**config.mk**
```make
export PLATFORM = sky130hd
export DESIGN_NAME = pc_seq
export DESIGN_NICKNAME = d
export VERILOG_FILES = /design/src/rtl/pc_seq.sv
export SDC_FILE = /design/constraint.sdc
export NUM_CORES = 1
export LEC_CHECK = 0
export CAP_MARGIN = 25
export CORE_MARGIN = 2
export CORE_UTILIZATION = 43
export CTS_BUF_LIST = sky130_fd_sc_hd__clkbuf_4
export DETAILED_ROUTE_END_ITERATION = 7
export PLACE_DENSITY = 0.66
export REMOVE_ABC_BUFFERS = 1
export SLEW_MARGIN = 20
export SYNTH_ARGS = -nofsm -noshare
export SYNTH_HDL_FRONTEND = slang
export SYNTH_SLANG_ARGS = --single-unit
```
**constraint.sdc**
```tcl
create_clock -name clk -period 3.5 [get_ports clk]
set_input_delay 0.35 -clock clk [delete_from_list [all_inputs] [get_ports clk]]
set_output_delay 0.35 -clock clk [all_outputs]
set_load 0.02 [all_outputs]
```
**src/rtl/pc_seq.sv**
```systemverilog
// Program-flow sequencer: drives the PC load port, holds a call/return stack,
// and takes a single non-nesting level interrupt between control-flow events.
module pc_seq #(
    parameter int               NBITS    = 8,
    parameter int               DEPTH    = 8,
    parameter logic [NBITS-1:0] ISR_ADDR = NBITS'(1)
) (
    input  logic             clk,
    input  logic             rst,
    input  logic             jmp,
    input  logic             jz,
    input  logic             zero,
    input  logic             call,
    input  logic             ret,
    input  logic             reti,
    input  logic [NBITS-1:0] target,
    input  logic [NBITS-1:0] addr,
    input  logic             irq,
    input  logic             ie,
    output logic             pc_load,
    output logic [NBITS-1:0] pc_data,
    output logic             flush,
    output logic             in_isr,
    output logic             stk_full,
    output logic             stk_empty,
    output logic [1:0]       err
);

    localparam int AW  = (DEPTH > 1) ? $clog2(DEPTH) : 1;
    localparam int SPW = $clog2(DEPTH) + 1;

    typedef enum logic {RUN, SQUASH} state_t;

    state_t           state_reg, state_next;
    logic [SPW-1:0]   sp_reg, sp_next;
    logic             in_isr_reg, in_isr_next;
    logic [1:0]       err_reg, err_next;
    logic [NBITS-1:0] stack_reg [DEPTH];

    logic             push;
    logic [NBITS-1:0] push_val;
    logic [SPW-1:0]   sp_m1;

    assign sp_m1     = sp_reg - SPW'(1);
    assign stk_full  = (sp_reg == SPW'(DEPTH));
    assign stk_empty = (sp_reg == '0);
    assign flush     = (state_reg == SQUASH);
    assign in_isr    = in_isr_reg;
    assign err       = err_reg;

    always_comb begin
        state_next  = RUN;
        sp_next     = sp_reg;
        in_isr_next = in_isr_reg;
        err_next    = err_reg;
        push        = 1'b0;
        push_val    = addr;
        pc_load     = 1'b0;
        pc_data     = '0;
        // Outputs are held quiet while reset is asserted, even between edges.
        if (!rst && state_reg == RUN) begin
            if (ret || reti) begin
                pc_load = 1'b1;
                if (stk_empty) begin
                    err_next[1] = 1'b1;
                end else begin
                    pc_data = stack_reg[sp_m1[AW-1:0]];
                    sp_next = sp_m1;
                end
                if (reti) in_isr_next = 1'b0;
            end else if (call) begin
                pc_load = 1'b1;
                pc_data = target;
                if (stk_full) begin
                    err_next[0] = 1'b1;
                end else begin
                    push    = 1'b1;
                    sp_next = sp_reg + SPW'(1);
                end
            end else if (jmp || (jz && zero)) begin
                pc_load = 1'b1;
                pc_data = target;
            end else if (irq && ie && !in_isr_reg && !stk_full) begin
                // Return to addr-1 so the fetch squashed by this redirect re-executes.
                push        = 1'b1;
                push_val    = addr - NBITS'(1);
                sp_next     = sp_reg + SPW'(1);
                pc_load     = 1'b1;
                pc_data     = ISR_ADDR;
                in_isr_next = 1'b1;
            end
            if (pc_load) state_next = SQUASH;
        end
    end

    always_ff @(posedge clk or posedge rst) begin
        if (rst) begin
            state_reg  <= RUN;
            sp_reg     <= '0;
            in_isr_reg <= 1'b0;
            err_reg    <= 2'b00;
        end else begin
            state_reg  <= state_next;
            sp_reg     <= sp_next;
            in_isr_reg <= in_isr_next;
            err_reg    <= err_next;
        end
    end

    always_ff @(posedge clk) begin
        if (push) stack_reg[sp_reg[AW-1:0]] <= push_val;
    end

endmodule

```
==> impl_metrics.ini, run 1 <==
[die]
io_pins = 41
rows = 32
die_h_microns = 94.1
fp.dieW_microns = 94.1
start_util_pct = 44.7
coreArea_sq_um = 7810
die_area_sq_um = 8850

[global_route]
grt_max_degree = 26
grt_first_pass_wirelength_mm = 12.6
overflow = 0
grt_pass1_vias = 2285
antenna_found_initial = 0
track_usage_pct = 19.5

[detailed_routing]
drtIter0Drc = 199
drc = 0
detail-route-antenna-nets = 0
totalWireLength_mm = 7.94
vias = 2390
wl_per_cell_microns = 18.7
firstDrtPassIters = 6
avgViaCountPerCell = 5.62

[power_and_ir_drop]
leakagePower_uw = 0.00157
power.density_nw_per_um2 = 706
vdd_drop_max_v = 0.000233

[layout]
area_growth_pct = 23.2
final_cells = 425
n_fill_cell = 661
final_cell_area_sq_um = 4300
drive_gt1_share_pct = 19.2
fin_nets = 347
largest_reg_flops = 64
antennaDiodeCount = 0

[setup_path]
slowest_stage = clkdlybuf4s50_1
cp.depth = 8
r2r_cells = 6
cp_top_family = buffers and inverters
crit_buf_inv = 3
worstPathMaxFanout = 14
crit_path_start_kind = register
worstPathRequired_ns = 3.15
crit_path_cell_trace = inv_1 -> ha_1 -> buf_4 -> mux4_2 -> a221oi_1 -> or3_1 -> a31oi_1 -> clkdlybuf4s50_1
path_class = reg2out
end_kind = output port
critPathMaxStageDelay_ns = 0.64
arrival_ns = 3.01

[clock_tree]
root_buffer = clkbuf_4
cts_tree = yes
cts-hold-fix-buffers = 0
clkLatencyLatePin_ns = 0.41
cts_max_path_buffers = 2
cts_made_buffers = 9
clkTransAtPathRegs_ns = 0.12
cts_sinks = 72
h-tree-depth = 3

[timing]
clock.fmax_mhz = 298
fin_crit_ns = 3.36
max_slew_margin_pct = 43.4
setup_viol = 0
finalHoldViolations = 0
rsz0062_at_grt = no
worstMarginPinSlew_ns = 0.840
finClkSkew_ns = 0.0111
slew_viol_final = 0
fin_ws_ns = 0.139
fin_crit_sh_pct = 96.0

[synthesis]
seq_area_frac_synth_pct = 60.9
avgSynthCellArea_sq_um = 13.4
yosys-top-cells-area = edfxtp_1 (55%), mux4_2 (5.8%), dfrtp_1 (5.7%)
synth_flop_cell = edfxtp_1
ys_types = 50
yosysMostFrequentCell = edfxtp_1
synthTopCellsByCount = edfxtp_1 (64), nand2_1 (29), nor2_1 (18)
ys_warn_count = 0
ys_seq_elements = 72
synth-edff-count = 64
mappedNetlistArea_sq_um = 3490
syn-instance-count = 260
async_flop_share_pct = 11.1
yosys.area.top_type_share_pct = 55.1
synth_top_cell_by_area = edfxtp_1

[job]
cap_violations = 0

[place]
placed_area_sq_um = 4100
place_inst = 409
place_congestion = 0.802
dpl_worst_slack_ns = 0.409
portBuffers = 40
dp.final_hpwl_mm = 5.73

[min_path]
worstHoldPathType = in2async

[run_status]
status = completed
## kinds of logic after synthesis
| family | count (synthesis) | synth area share, % |
|---|---|---|
| buf+inv | 20 | 2.62 |
| mux | 25 | 10.6 |
| fa+ha+maj | 3 | 1.08 |
| flops | 72 | 60.9 |
| simple gates | 86 | 13.4 |
| compound gates | 43 | 8.72 |
| xor+xnor | 11 | 2.76 |
## power breakdown
part	leakage (uW)	internal [uW]	total (uW)	switching (uW)
logic	0.000798	595	1310	717
registers	0.000673	982	1050	64.5
clock network	0.000101	375	674	299
total	0.00157	1950	3030	1080
## placed cells by master (no fill, tap or decap), drive strengths merged, types with 3 or more instances in the layout
master and count:
a32oi 3, a21oi 11, xnor2 5, or3 3, a211oi 6, nor4b 3
dlymetal6s2s 3, nor2 18, clkbuf 10, mux4 9, and2 3, nand3 4
ha 3, buf 19, inv 8, nor3 6, clkdlybuf4s50 36, o21ai 6
nor4 5, mux2i 11, nand2 29, a2111oi 3, mux2 5, or2 4
bufinv 3, clkinv 3, edfxtp 64, dfrtp 8, xor2 6
## worst paths after layout
check                                  end      start  slack, ns
max                             pc_data[4]  sp_reg[1]       0.14
min                                 err[1]        rst       0.32
max reg2reg                stack_reg[7][7]  sp_reg[2]       0.68
min reg2reg                         err[0]     err[0]       0.48
max in group asynchronous        sp_reg[1]        rst       2.92
min in group clk                    err[0]     err[0]       0.48
## repair_timing
action	4_1_cts	5_1_grt
gates resized for setup	1	4
endpoints found under the hold margin	0	0
setup endpoints to repair	1	7
pin swaps	0	0
setup buffers	0	0
## stage by stage
stage / setup TNS (ns) / hold WS (ns) / util, % / total power, uW
after CTS: 0 / 0.300 / 54.9 / 3050
after global routing: 0 / 0.328 / 55.0 / 3190
after global placement: 0 / 0.452 / 52.5 / 2360
final: 0 / 0.315 / 55.0 / 3030
after floorplan: -2.06 / 0.166 / - / 1920
after detailed placement: 0 / 0.462 / 52.5 / 2370
## final cells by class
| cell class | count | area (sq um) | area share, % |
|---|---|---|---|
| Clock buffer | 10 | 75.1 | 1.75 |
| Inverter | 8 | 30.0 | 0.699 |
| Tap cell | 102 | 128 | 2.97 |
| Multi-Input combinational cell | 168 | 1270 | 29.7 |
| Sequential cell | 72 | 2120 | 49.4 |
| Timing Repair Buffer | 59 | 549 | 12.8 |
| Clock inverter | 6 | 116 | 2.71 |
## metal layers
layer  vias up  part of all wire [%]  global-route usage [%]
met5         -                     0                       0
met1      1161                    43                    27.0
met4         0                  0.71                    6.04
met2       108                    49                    30.5
li1       1115                     -                       -
met3         6                   7.3                    4.65
Note: power is estimated with default switching activity, not from simulation.
==> inputs of run 2 (changes only) <==
PLACE_DENSITY = 0.62   (was 0.66)
==> impl_metrics.ini, run 2 (synthesized netlist as in run 1, its figures left out) <==
[layout]
final_cell_mix = edfxtp_1 (64), clkdlybuf4s50_1 (35), nand2_1 (29)
register_area_sq_um = 2120
final_cells = 429
multi_input_area_sq_um = 1280
fin_util_pct = 55.3
final_cell_area_sq_um = 4310
area_growth_pct = 23.7
largest_reg_flops = 64
n_fill_cell = 679
fin_nets = 351
drive_gt1_share_pct = 20.8
antennaDiodeCount = 0
layout_commonest_cell = edfxtp_1

[timing]
clock.fmax_mhz = 300
setup_viol = 0
rsz0062_at_grt = no
finalHoldViolations = 0
fin_crit_sh_pct = 95.2
max_slew_margin_pct = 41.3
worstMarginPinSlew_ns = 0.877
slew_viol_final = 0
finClkSkew_ns = 0.0168
fin_crit_ns = 3.33

[global_route]
overflow = 0
grt_pass1_vias = 2381
grt_max_degree = 26
track_usage_pct = 21.3
grt_first_pass_wirelength_mm = 13.3
antenna_found_initial = 0

[power_and_ir_drop]
power.density_nw_per_um2 = 702
netSwitchingFraction_pct = 36.7
p_comb_share_pct = 45.2
netSwitchingPower_uw = 1110
intPower_uw = 1920
vdd_drop_max_v = 0.000418
leakagePower_uw = 0.00157
clkPwrFrac_pct = 20.0
pwr-share-seq_pct = 34.7

[clock_tree]
cts_made_buffers = 9
cts_tree = yes
cts_max_path_buffers = 2
h-tree-depth = 3
cts_setup_buffers = 0
cts_sinks = 72
clkTransAtPathRegs_ns = 0.13
clkLatencyLatePin_ns = 0.43
cts-hold-fix-buffers = 0
root_buffer = clkbuf_4

[detailed_routing]
avgViaCountPerCell = 5.79
drtIter0Drc = 177
totalWireLength_mm = 8.74
drc = 0
firstDrtPassIters = 7
wl_per_cell_microns = 20.4
vias = 2486
detail-route-antenna-nets = 0

[setup_path]
ff2ff_setup_slack_ns = 0.68
arrival_ns = 2.98
reg2reg_from = sp_reg[2]
path_class = reg2out
startpoint = sp_reg[1]
worstPathRequired_ns = 3.15
worstPathMaxFanout = 23
end_kind = output port
crit_path_start_kind = register

[place]
place_congestion = 0.918
place_inst = 412
portBuffers = 40
placed_area_sq_um = 4130
dp.final_hpwl_mm = 6.21

[die]
io_pins = 41
die_h_microns = 94.1
start_util_pct = 44.7
coreArea_sq_um = 7810
die_area_sq_um = 8850
rows = 32
fp.dieW_microns = 94.1

[run_status]
status = completed

[min_path]
worstHoldPathType = in2async

[job]
cap_violations = 0
==> run 2: cell types whose count changed in the layout (fill, tap and decap cells not counted), sizes merged <==
cell	before	now
buf	19	22
bufinv	3	2
clkbuf	10	11
clkdlybuf4s50	36	35
clkinv	3	2
clkinvlp	0	1
dlygate4sd2	1	3
dlymetal6s2s	3	2
inv	8	9
==> run 2: layer usage <==
| metal | track usage, % | part of all wire, % | vias to the layer above |
|---|---|---|---|
| met3 | 3.69 | 6.1 | 19 |
| met4 | 10.4 | 2.8 | 0 |
| met5 | 0 | 0 | - |
| met2 | 34.5 | 47 | 109 |
| li1 | - | - | 1131 |
| met1 | 27.7 | 44 | 1227 |
==> run 2: worst paths after layout <==
kind | endpoint | cells after the start
worst max-delay path | pc_data[1] | 9
worst min-delay path | sp_reg[0] | 2
worst max register to register | stack_reg[1][7] | 5
worst min register to register | err[0] | 1
max in group asynchronous | sp_reg[1] | 2
min in group clk | err[0] | 1
==> run 2: area by class of cell <==
class                   count  area share (%)
multi-input cells         168            29.8
well taps                 102            2.96
inverters                   8           0.696
repair buffers             63            13.5
flip-flops and latches     72            49.2
clock inverters             6            2.09
clock buffers              10            1.74
==> run 2: timing repair <==
action                                  in CTS  in global routing
resized for setup                            4                  6
pin swaps                                    0                  0
endpoints found under the setup margin       4                  4
==> run 2: per-stage QoR <==
stage          TNS (ns)  total power [uW]  hold slack [ns]  worst slack [ns]
2_1_floorplan     -2.06              1920            0.166            -0.707
3_3_place_gp          0              2400            0.453             0.262
3_5_place_dp          0              2420            0.463             0.239
4_1_cts               0              3010            0.304            0.0498
5_1_grt               0              3190            0.319            0.0337
6_report              0              3030            0.313             0.168
==> run 2: worst max-delay path, cell delays in order (launching register included) <==
cell	delay, ns
dfrtp_2	0.46
inv_1	0.09
ha_2	0.37
buf_12	0.21
mux2i_1	0.11
and3_1	0.20
a221oi_1	0.22
a32oi_1	0.14
o31ai_1	0.10
clkdlybuf4s50_1	0.65
==> run 2: power by group through the flow <==
stage / combinational, uW / clock [uW] / sequential [uW]
4_1_cts: 1350 / 616 / 1050
5_1_grt: 1470 / 657 / 1060
6_report: 1370 / 607 / 1050
2_1_floorplan: 817 / 0 / 1110
3_3_place_gp: 1340 / 0 / 1060
3_5_place_dp: 1350 / 0 / 1070
